[config.mk]
export PLATFORM = sky130hd
export DESIGN_NAME = ssqa_ctrl_flat
export DESIGN_NICKNAME = d
export VERILOG_FILES = /design/src/rtl/ssqa_ctrl_if.sv /design/src/rtl/ssqa_ctrl.sv /design/src/flat_wrapper.sv
export SDC_FILE = /design/constraint.sdc
export NUM_CORES = 1
export LEC_CHECK = 0
export CAP_MARGIN = 25
export CORE_ASPECT_RATIO = 1.1
export CORE_MARGIN = 2
export CORE_UTILIZATION = 50
export DETAILED_ROUTE_END_ITERATION = 7
export PLACE_DENSITY_LB_ADDON = 0.3
export SYNTH_ARGS = -nofsm -noshare
export SYNTH_HDL_FRONTEND = slang
export SYNTH_SLANG_ARGS = --single-unit
export TNS_END_PERCENT = 30
[constraint.sdc]
create_clock -name clk -period 3.8 [get_ports clk]
set_clock_uncertainty 0.1 [all_clocks]
set_input_delay 0.38 -clock clk [delete_from_list [all_inputs] [get_ports clk]]
set_output_delay 0.38 -clock clk [all_outputs]
set_load 0.01 [all_outputs]
[src/rtl/ssqa_ctrl_if.sv]
// Control bundle between the ssqa sequencer and the spin-unit array.
// The sequencer owns the master side; spin units and observers use the slave side.
interface ssqa_ctrl_if #(
   parameter int NN        = 800,
   parameter int TEM_WIDTH = 8
);
   localparam int AW = (NN > 1) ? $clog2(NN) : 1;

   logic                        start;
   logic                        busy;
   logic                        done;
   logic                        rst_ini;
   logic                        rst_iter;
   logic                        en_read;
   logic                        en_mult;
   logic                        en_upd;
   logic                        wea;
   logic [AW-1:0]               count_spin;
   logic [AW-1:0]               count_bit;
   logic [15:0]                 count_iter;
   logic signed [TEM_WIDTH-1:0] I0;
   logic signed [TEM_WIDTH-1:0] Q;

   modport master (
      input  start,
      output busy, done, rst_ini, rst_iter, en_read, en_mult, en_upd, wea,
      output count_spin, count_bit, count_iter, I0, Q
   );

   modport slave (
      output start,
      input  busy, done, rst_ini, rst_iter, en_read, en_mult, en_upd, wea,
      input  count_spin, count_bit, count_iter, I0, Q
   );
endinterface

[src/rtl/ssqa_ctrl.sv]
// Annealing sequencer for the ssqa spin array: per-spin MAC/update timing,
// spin/bit/iteration counters and the saturating I0 schedule.
module ssqa_ctrl #(
   parameter int N         = 800,
   parameter int NN        = 800,
   parameter int TEM_WIDTH = 8,
   parameter int READ_LAT  = 2,
   parameter int ITER      = 500,
   parameter int TAU       = 10,
   parameter int I0_MIN    = 4,
   parameter int I0_MAX    = 64,
   parameter int I0_STEP   = 4,
   parameter int Q_VAL     = 2
) (
   input  logic          clk,
   input  logic          rst,
   ssqa_ctrl_if.master   bus
);
   localparam int AW = (NN > 1) ? $clog2(NN) : 1;
   localparam int DW = (READ_LAT > 1) ? $clog2(READ_LAT + 1) : 1;

   localparam logic [AW-1:0]               LP_LAST      = AW'(N - 1);
   localparam logic [DW-1:0]               LP_DRAIN_END = DW'(READ_LAT - 1);
   localparam logic [15:0]                 LP_ITER      = 16'(ITER);
   localparam logic [15:0]                 LP_TAU_END   = 16'(TAU - 1);
   localparam logic signed [TEM_WIDTH-1:0] LP_I0_MIN    = TEM_WIDTH'(I0_MIN);
   localparam logic signed [TEM_WIDTH-1:0] LP_I0_MAX    = TEM_WIDTH'(I0_MAX);
   localparam logic signed [TEM_WIDTH:0]   LP_MAX_W     = (TEM_WIDTH + 1)'(I0_MAX);
   localparam logic signed [TEM_WIDTH:0]   LP_STEP_W    = (TEM_WIDTH + 1)'(I0_STEP);
   localparam logic signed [TEM_WIDTH-1:0] LP_Q         = TEM_WIDTH'(Q_VAL);

   typedef enum logic [2:0] {
      S_IDLE,
      S_INIT,
      S_MULT,
      S_DRAIN,
      S_UPD,
      S_DONE
   } state_t;

   state_t                      r_state;
   state_t                      w_state_nxt;
   logic [AW-1:0]               r_count_spin;
   logic [AW-1:0]               r_count_bit;
   logic [15:0]                 r_count_iter;
   logic [15:0]                 r_tau_cnt;
   logic [DW-1:0]               r_drain_cnt;
   logic signed [TEM_WIDTH-1:0] r_i0;
   logic                        r_iter_pulse;
   logic [READ_LAT-1:0]         r_mult_pipe;
   logic [READ_LAT-1:0]         w_mult_pipe_nxt;

   logic        w_bit_last;
   logic        w_spin_last;
   logic        w_drain_last;
   logic [15:0] w_iter_nxt;
   logic        w_mac_rd;
   logic        w_busy;
   logic        w_done;
   logic        w_rst_ini;
   logic        w_en_read;
   logic        w_en_upd;

   // Sum is one bit wider than I0 so the ceiling compare never sees a wrapped value.
   function automatic logic signed [TEM_WIDTH-1:0] i0_sat_step(
      input logic signed [TEM_WIDTH-1:0] v
   );
      logic signed [TEM_WIDTH:0] w_sum;
      w_sum = $signed({v[TEM_WIDTH-1], v}) + LP_STEP_W;
      if (w_sum > LP_MAX_W) return LP_I0_MAX;
      return w_sum[TEM_WIDTH-1:0];
   endfunction

   assign w_bit_last   = (r_count_bit == LP_LAST);
   assign w_spin_last  = (r_count_spin == LP_LAST);
   assign w_drain_last = (r_drain_cnt == LP_DRAIN_END);
   assign w_iter_nxt   = r_count_iter + 16'd1;

   always_ff @(posedge clk or posedge rst) begin
      if (rst) r_state <= S_IDLE;
      else     r_state <= w_state_nxt;
   end

   always_comb begin
      w_state_nxt = r_state;
      w_busy      = 1'b0;
      w_done      = 1'b0;
      w_rst_ini   = 1'b0;
      w_en_read   = 1'b0;
      w_en_upd    = 1'b0;
      w_mac_rd    = 1'b0;
      unique case (r_state)
         S_IDLE: begin
            if (bus.start) w_state_nxt = S_INIT;
         end
         S_INIT: begin
            w_busy      = 1'b1;
            w_rst_ini   = 1'b1;
            w_state_nxt = S_MULT;
         end
         S_MULT: begin
            w_busy    = 1'b1;
            w_en_read = 1'b1;
            w_mac_rd  = 1'b1;
            if (w_bit_last) w_state_nxt = S_DRAIN;
         end
         S_DRAIN: begin
            w_busy = 1'b1;
            if (w_drain_last) w_state_nxt = S_UPD;
         end
         S_UPD: begin
            w_busy    = 1'b1;
            w_en_read = 1'b1;
            w_en_upd  = 1'b1;
            if (w_spin_last && (w_iter_nxt == LP_ITER)) w_state_nxt = S_DONE;
            else                                        w_state_nxt = S_MULT;
         end
         S_DONE: begin
            w_done      = 1'b1;
            w_state_nxt = S_IDLE;
         end
         default: w_state_nxt = S_IDLE;
      endcase
   end

   // Only MAC reads feed the delay line; the UPD read belongs to the write-back path.
   always_comb begin
      w_mult_pipe_nxt    = r_mult_pipe << 1;
      w_mult_pipe_nxt[0] = w_mac_rd;
   end

   always_ff @(posedge clk or posedge rst) begin
      if (rst) begin
         r_count_spin <= '0;
         r_count_bit  <= '0;
         r_count_iter <= '0;
         r_tau_cnt    <= '0;
         r_drain_cnt  <= '0;
         r_i0         <= LP_I0_MIN;
         r_iter_pulse <= 1'b0;
         r_mult_pipe  <= '0;
      end else begin
         r_mult_pipe  <= w_mult_pipe_nxt;
         r_iter_pulse <= 1'b0;
         unique case (r_state)
            S_IDLE, S_INIT: begin
               if (r_state == S_INIT || bus.start) begin
                  r_count_spin <= '0;
                  r_count_bit  <= '0;
                  r_count_iter <= '0;
                  r_tau_cnt    <= '0;
                  r_i0         <= LP_I0_MIN;
               end
            end
            S_MULT: begin
               r_drain_cnt <= '0;
               if (!w_bit_last) r_count_bit <= r_count_bit + AW'(1);
            end
            S_DRAIN: begin
               r_drain_cnt <= r_drain_cnt + DW'(1);
            end
            S_UPD: begin
               r_count_bit <= '0;
               if (!w_spin_last) begin
                  r_count_spin <= r_count_spin + AW'(1);
               end else begin
                  r_count_spin <= '0;
                  r_count_iter <= w_iter_nxt;
                  r_iter_pulse <= (w_iter_nxt != LP_ITER);
                  // Iteration-boundary I0 step every TAU completed iterations.
                  if (r_tau_cnt == LP_TAU_END) begin
                     r_tau_cnt <= '0;
                     r_i0      <= i0_sat_step(r_i0);
                  end else begin
                     r_tau_cnt <= r_tau_cnt + 16'd1;
                  end
               end
            end
            default: ;
         endcase
      end
   end

   assign bus.busy       = w_busy;
   assign bus.done       = w_done;
   assign bus.rst_ini    = w_rst_ini;
   assign bus.rst_iter   = w_rst_ini | r_iter_pulse;
   assign bus.en_read    = w_en_read;
   assign bus.en_mult    = r_mult_pipe[READ_LAT-1];
   assign bus.en_upd     = w_en_upd;
   assign bus.wea        = w_en_upd;
   assign bus.count_spin = r_count_spin;
   assign bus.count_bit  = r_count_bit;
   assign bus.count_iter = r_count_iter;
   assign bus.I0         = r_i0;
   assign bus.Q          = LP_Q;
endmodule

[src/flat_wrapper.sv]
// flat-port wrapper written by rule: the top's interface ports become plain ports
module ssqa_ctrl_flat 
#(
   parameter int N         = 800,
   parameter int NN        = 800,
   parameter int TEM_WIDTH = 8,
   parameter int READ_LAT  = 2,
   parameter int ITER      = 500,
   parameter int TAU       = 10,
   parameter int I0_MIN    = 4,
   parameter int I0_MAX    = 64,
   parameter int I0_STEP   = 4,
   parameter int Q_VAL     = 2
)
  (clk, rst, bus_start, bus_busy, bus_done, bus_rst_ini, bus_rst_iter, bus_en_read, bus_en_mult, bus_en_upd, bus_wea, bus_count_spin, bus_count_bit, bus_count_iter, bus_I0, bus_Q);
  ssqa_ctrl_if #(.NN(NN), .TEM_WIDTH(TEM_WIDTH)) bus_i ();
  input  logic clk;
  input  logic rst;
  input wire logic [$bits(bus_i.start)-1:0] bus_start;
  output wire logic [$bits(bus_i.busy)-1:0] bus_busy;
  output wire logic [$bits(bus_i.done)-1:0] bus_done;
  output wire logic [$bits(bus_i.rst_ini)-1:0] bus_rst_ini;
  output wire logic [$bits(bus_i.rst_iter)-1:0] bus_rst_iter;
  output wire logic [$bits(bus_i.en_read)-1:0] bus_en_read;
  output wire logic [$bits(bus_i.en_mult)-1:0] bus_en_mult;
  output wire logic [$bits(bus_i.en_upd)-1:0] bus_en_upd;
  output wire logic [$bits(bus_i.wea)-1:0] bus_wea;
  output wire logic [$bits(bus_i.count_spin)-1:0] bus_count_spin;
  output wire logic [$bits(bus_i.count_bit)-1:0] bus_count_bit;
  output wire logic [$bits(bus_i.count_iter)-1:0] bus_count_iter;
  output wire logic [$bits(bus_i.I0)-1:0] bus_I0;
  output wire logic [$bits(bus_i.Q)-1:0] bus_Q;
  assign bus_i.start = bus_start;
  assign bus_busy = bus_i.busy;
  assign bus_done = bus_i.done;
  assign bus_rst_ini = bus_i.rst_ini;
  assign bus_rst_iter = bus_i.rst_iter;
  assign bus_en_read = bus_i.en_read;
  assign bus_en_mult = bus_i.en_mult;
  assign bus_en_upd = bus_i.en_upd;
  assign bus_wea = bus_i.wea;
  assign bus_count_spin = bus_i.count_spin;
  assign bus_count_bit = bus_i.count_bit;
  assign bus_count_iter = bus_i.count_iter;
  assign bus_I0 = bus_i.I0;
  assign bus_Q = bus_i.Q;
  ssqa_ctrl #(.N(N), .NN(NN), .TEM_WIDTH(TEM_WIDTH), .READ_LAT(READ_LAT), .ITER(ITER), .TAU(TAU), .I0_MIN(I0_MIN), .I0_MAX(I0_MAX), .I0_STEP(I0_STEP), .Q_VAL(Q_VAL)) u_core (.clk(clk), .rst(rst), .bus(bus_i));
endmodule
==> impl_metrics.yaml, run 1 <==
die:
  dieArea_mm2: 0.00890
  die_h_um: 98.8
  die_x_um: 90.2
  start_util_pct: 51.6
  fp.coreArea_mm2: 0.00791
  num_io_pins: 63
  num_rows: 34
yosys:
  synth-simple-area-share_pct: 26.3
  synthAdderAreaFrac_pct: 2.76
  synth_area_mm2: 0.00408
  synth-xor-area-share_pct: 6.01
  ys_top_cells_by_area: "dfrtp_1 40%, xnor2_1 4.5%, o21ai_1 3.9%, nand2_1 3.6%, nor2_1 3.2%"
  synthFlopType: "dfrtp_1"
  synth_cell_type_count: 68
  synth-compound-area-share_pct: 17.3
  synth_top_area_share_pct: 39.8
  synthMuxAreaShare_pct: 0.797
  synth_edf_count: 0
  synthCells: 449
  synth_top_cell_by_area: "dfrtp_1"
  yosysSeqAreaShare_pct: 40.5
  yosysWarnings: 0
  synth-seq-cells: 66
  syn_avg_cell_area_um2: 9.09
  synth_top_family_by_area: "simple AND/OR/NAND/NOR gates"
  async_reset_ff_share_pct: 100
critical_path:
  crit_type: "reg2reg"
  critPathBufInv: 1
  worstPathRequired_ns: 3.99
  crit_fanout: 21
  slowest_delay_ns: 0.56
  arrival_ns: 2.90
  startpoint_type: "flop"
  endpoint_kind: "flop"
  slowest_stage: "dfrtp_1"
  worstPathCellList: "or3b_4 -> inv_6 -> nand4_2 -> nand2b_4 -> a2111oi_0 -> a21o_1"
  crit_family: "simple AND/OR/NAND/NOR gates"
power:
  p_per_area_mw_per_mm2: 276
  combPwrFrac_pct: 1.7
  leakagePower_nw: 1.93
  ir_drop_v: 0.000221
  p_switching_w: 0.000295
  p_seq_share_pct: 53.1
  switching_share_pct: 22.3
  intPower_w: 0.00103
  clkPwrFrac_pct: 45.2
timing:
  maxSlewHeadroom_pct: 44.1
  setup_slack_ns: 1.09
  whs_ns: 0.250
  fin_crit_sh_pct: 71.3
  rsz0062_at_grt: "no"
  fmax_mhz: 369
  maxSlewViolCount: 0
  worst_pin_slew_ns: 0.829
  setup_viol: 0
  hold_violations: 0
  fin_tns_setup_ns: 0
  min_period_ns: 2.71
clock_tree:
  cts_resized: 0
  cts_hold_buf: 0
  cts_tree: "yes"
  cts-root-buf: "clkbuf_8"
  cts-buffers-inserted: 9
  clk_pin_slew_ns: 0.07
  htree_levels: 3
  cts_sinks: 66
  cts_setup_buffers: 0
  insertion_delay_ns: 0.35
  cts.path.max_buffers: 2
route:
  vias_per_cell: 5.90
  drt_wl_total_mm: 9.26
  first_pass_iters: 4
  drtIter0Drc: 225
  vias: 3537
  ant_nets: 0
  drc: 0
  wl_per_cell_um: 15.5
global_route:
  gr-usage-all-layers_pct: 21.5
  grt_overflow: 0
  antenna_found_initial: 0
  grt_max_degree: 36
  grt_pass1_wl_mm: 15.7
  first_global_vias: 3373
cells_and_area:
  drive_above_1_share_pct: 8.55
  area_growth_pct: 17.3
  utilization_pct: 60.5
  fillers: 723
  fin_nets: 498
  final_common_cell: "dfrtp_1"
  diodes: 0
  final_cell_mix: "65 x dfrtp_1, 52 x clkdlybuf4s50_1, 39 x nand2_1"
  final_cells: 599
placement:
  globalplace.congestion: 0.848
  place_ws_ns: 1.09
  port-buffer-count: 52
  hpwl_mm: 6.44
  dp.cells: 583
status:
  outcome: "complete, no violations"
worst_hold_path:
  min_path_type: "reg2reg"
job:
  drv_cap: 0
[metal layers]
metal  GRT usage (%)  part of all wire, %  vias up
met3            3.90                  4.3       18
met5               0                    0        -
met1            28.2                   45     1712
met4            10.9                  2.5        0
li1                -                    -     1708
met2            34.6                   48       99
[cells by family (layout without fill, tap and decap cells)]
logic type | count (synthesis) | after routing
AO/OA/AOI/OAI | 106 | 106
XOR/XNOR | 28 | 28
adder cells (fa/ha/maj) | 9 | 9
buffers and inverters | 47 | 81
flip-flops | 66 | 66
multiplexers | 3 | 3
other | 2 | 10
AND/OR/NAND/NOR | 188 | 188
[final cells by class]
type                            instances  area (um2)  area share [%]
Timing Repair Buffer                   57         558            11.7
Clock buffer                           12         145            3.03
Clock inverter                          4        51.3            1.07
Sequential cell                        66        1650            34.5
Inverter                                8        35.0           0.732
Multi-Input combinational cell        344        2210            46.2
Tap cell                              108         135            2.82
[Yosys cell counts (4+ instances only)]
| cell | count |
|---|---|
| buf_4 | 12 |
| nand4_1 | 17 |
| nor4_1 | 8 |
| buf_2 | 10 |
| xor2_1 | 7 |
| a22o_1 | 4 |
| nand2b_1 | 11 |
| ha_1 | 9 |
| a21o_1 | 5 |
| a31oi_1 | 10 |
| o31ai_1 | 7 |
| a21oi_1 | 9 |
| nor2_1 | 35 |
| inv_1 | 7 |
| a211oi_1 | 4 |
| o21ai_0 | 10 |
| nand3_1 | 21 |
| and4_1 | 6 |
| and3_1 | 8 |
| dfrtp_1 | 65 |
| o21ai_1 | 32 |
| nor4_2 | 4 |
| nor3_1 | 12 |
| nand2_1 | 39 |
| xnor2_1 | 21 |
| clkbuf_1 | 13 |
[worst paths after layout]
| path | from | to | slack (ns) | depth (start not counted) |
|---|---|---|---|---|
| setup reg to reg | u_core.r_state[2]$_DFFE_PP0P_ | u_core.bus.I0[5]$_DFFE_PP0P_ | 1.09 | 6 |
| hold / removal | u_core.r_mult_pipe[0]$_DFF_PP0_ | u_core.r_mult_pipe[1]$_DFF_PP0_ | 0.25 | 0 |
| hold reg to reg | u_core.r_mult_pipe[0]$_DFF_PP0_ | u_core.r_mult_pipe[1]$_DFF_PP0_ | 0.25 | 0 |
| max in group asynchronous | rst | u_core.r_mult_pipe[0]$_DFF_PP0_ | 2.49 | 3 |
| min in group asynchronous | rst | u_core.r_tau_cnt[6]$_DFFE_PP0P_ | 0.39 | 2 |
| setup / recovery | u_core.r_state[2]$_DFFE_PP0P_ | u_core.bus.I0[5]$_DFFE_PP0P_ | 1.09 | 6 |
[registers in the layout (all words and copies together) (netlist names)]
name / count
u_core.bus.count_spin: 10
u_core.r_drain_cnt: 2
u_core.bus.count_bit: 10
u_core.r_tau_cnt: 16
u_core.bus.I0: 6
u_core.r_mult_pipe: 2
u_core.bus.count_iter: 16
u_core.r_iter_pulse: 1
u_core.r_state: 3
[metrics by stage]
step | power, W | instance area (um2)
after detailed placement | 0.000740 | 4590
after floorplan | 0.000738 | 4110
after global routing | 0.00136 | 4790
after CTS | 0.00133 | 4790
after global placement | 0.000739 | 4590
final | 0.00132 | 4790
[worst register-to-register path, cell delays in order (launching register included)]
cell and delay (ns):
dfrtp_1 0.56, or3b_4 0.53, inv_6 0.12, nand4_2 0.46, nand2b_4 0.36, a2111oi_0 0.39
a21o_1 0.13
[power groups by stage]
stage	combinational, W	sequential, W	clock (W)
floorplan	0.0000225	0.000716	0
global placement	0.0000238	0.000716	0
detailed placement	0.0000239	0.000716	0
CTS	0.0000239	0.000702	0.000609
global route	0.0000267	0.000702	0.000635
finish	0.0000228	0.000702	0.000597
No activity file was read; power rests on OpenSTA's default activity.
==> run 2: changes to the inputs <==
==> constraint.sdc (replaced) <==
create_clock -name clk -period 2.65 [get_ports clk]
set_clock_uncertainty 0.1 [all_clocks]
set_input_delay 0.265 -clock clk [delete_from_list [all_inputs] [get_ports clk]]
set_output_delay 0.265 -clock clk [all_outputs]
set_load 0.01 [all_outputs]
==> run 2 against run 1 <==
- worst hold slack got worse by 0.068 ns
- setup slack lost 0.88 ns
- core utilization is 0.30 points higher
- critical path depth shrank 3
- highest routed layer unchanged
- cell area grew 0.50%
- routed wire length shrank 2.6%
- die area stayed put
- clock-buffer cell count stayed put
==> impl_metrics.yaml, run 2 (synthesis results as in run 1) <==
status:
  outcome: "complete, no violations"
worst_hold_path:
  min_path_type: "in2async"
critical_path:
  r2r_slack_ns: 0.22
  crit_cells: 3
  arrival_ns: 2.08
  worstPathRequired_ns: 2.29
  reg2regPathDepth: 7
  rr_endpoint: "u_core.r_tau_cnt[6]$_DFFE_PP0P_"
  crit_type: "reg2out"
  startpoint_type: "flop"
  worstReg2RegStart: "u_core.bus.count_spin[0]$_DFFE_PP0P_"
  critPathBufInv: 2
  crit_fanout: 11
  crit_family: "buffers and inverters"
  worstPathCellList: "or3b_4 -> inv_6 -> clkdlybuf4s50_1"
  slowest_stage: "or3b_4"
  endpoint_kind: "output port"
  slowest_delay_ns: 0.56
clock_tree:
  cts_hold_buf: 0
  cts_setup_buffers: 0
  cts-root-buf: "clkbuf_8"
  insertion_delay_ns: 0.34
  cts-buffers-inserted: 9
  clk_pin_slew_ns: 0.07
  htree_levels: 3
  cts_sinks: 66
  cts_resized: 0
  cts_tree: "yes"
  cts.path.max_buffers: 2
timing:
  hold_violations: 0
  worst_pin_slew_ns: 0.532
  fin_tns_setup_ns: 0
  setup_slack_ns: 0.209
  fin_crit_sh_pct: 92.1
  fmax_mhz: 410
  min_period_ns: 2.44
  rsz0062_at_grt: "no"
  maxSlewViolCount: 0
  maxSlewHeadroom_pct: 64.5
  setup_viol: 0
cells_and_area:
  drive_above_1_share_pct: 9.49
  fin_nets: 503
  final_cell_mix: "65 x dfrtp_1, 52 x clkdlybuf4s50_1, 39 x nand2_1"
  diodes: 0
  final_cells: 603
  final_area_mm2: 0.00481
  utilization_pct: 60.8
  area_growth_pct: 17.9
  final_common_cell: "dfrtp_1"
route:
  vias_per_cell: 5.87
  ant_nets: 0
  drtIter0Drc: 302
  vias: 3538
  wl_per_cell_um: 15.0
  first_pass_iters: 5
  drt_wl_total_mm: 9.02
  drc: 0
power:
  leakagePower_nw: 1.95
  p_per_area_mw_per_mm2: 370
  ir_drop_v: 0.000184
die:
  die_x_um: 90.2
  num_rows: 34
  num_io_pins: 63
  fp.coreArea_mm2: 0.00791
  die_h_um: 98.8
  start_util_pct: 51.6
  dieArea_mm2: 0.00890
placement:
  globalplace.congestion: 0.860
  postPlaceCellArea_mm2: 0.00464
  port-buffer-count: 52
  dp.cells: 588
  hpwl_mm: 6.27
  place_ws_ns: 0.267
global_route:
  antenna_found_initial: 0
  first_global_vias: 3290
  grt_pass1_wl_mm: 15.5
  gr-usage-all-layers_pct: 21.1
  grt_overflow: 0
  grt_max_degree: 45
job:
  drv_cap: 0
run 2: routing by layer:
layer  vias up  global-route usage, %  wire length, um
met3        18                   3.75              453
li1       1712                      -                -
met4         0                   8.99              185
met5         -                      0                0
met2       123                   33.9             4240
met1      1685                   28.5             4140
run 2: report_power, final:
group / total, W / internal (W) / switching [W]
combinational: 0.0000335 / 0.00000590 / 0.0000276
clock: 0.000741 / 0.000381 / 0.000360
sequential: 0.00101 / 0.00101 / 0
total: 0.00178 / 0.00139 / 0.000388
run 2: per-stage QoR:
step                power, W  hold WS, ns
floorplan            0.00106        0.231
global placement     0.00106        0.233
detailed placement   0.00106        0.237
CTS                  0.00181        0.193
global route         0.00185        0.249
finish               0.00178        0.182
run 2: how the worst max path moves through the flow:
stage | startpoint | to | slack [ns]
2_1_floorplan | u_core.bus.count_spin[0]$_DFFE_PP0P_ | u_core.r_tau_cnt[11]$_DFFE_PP0P_ | 0.53
3_3_place_gp | u_core.bus.count_spin[0]$_DFFE_PP0P_ | u_core.r_tau_cnt[0]$_DFFE_PP0P_ | 0.39
3_5_place_dp | u_core.bus.count_spin[0]$_DFFE_PP0P_ | u_core.r_tau_cnt[6]$_DFFE_PP0P_ | 0.27
4_1_cts | u_core.r_state[0]$_DFFE_PP0P_ | bus_en_upd | 0.20
5_1_grt | u_core.bus.count_spin[0]$_DFFE_PP0P_ | u_core.r_tau_cnt[6]$_DFFE_PP0P_ | 0.08
6_report | u_core.r_state[0]$_DFFE_PP0P_ | bus_en_upd | 0.21
run 2: final cells by class:
class	instances	area, um2
tap	108	135
inverter	8	35.0
sequential	66	1650
clock inverter	3	15.0
clock buffer	12	155
fill	698	3100
multi-input combinational	344	2210
timing repair buffer	62	608
==> run 3: changes to the inputs <==
--- a/config.mk
+++ b/config.mk
@@ -5,6 +5,7 @@
 export SDC_FILE = /design/constraint.sdc
 export NUM_CORES = 1
 export LEC_CHECK = 0
+export ABC_CLOCK_PERIOD_IN_PS = 2650
 export CAP_MARGIN = 25
 export CORE_ASPECT_RATIO = 1.1
 export CORE_MARGIN = 2
==> results of run 3 <==
No change in the layout: final DEF, timing and power equal those of run 2.
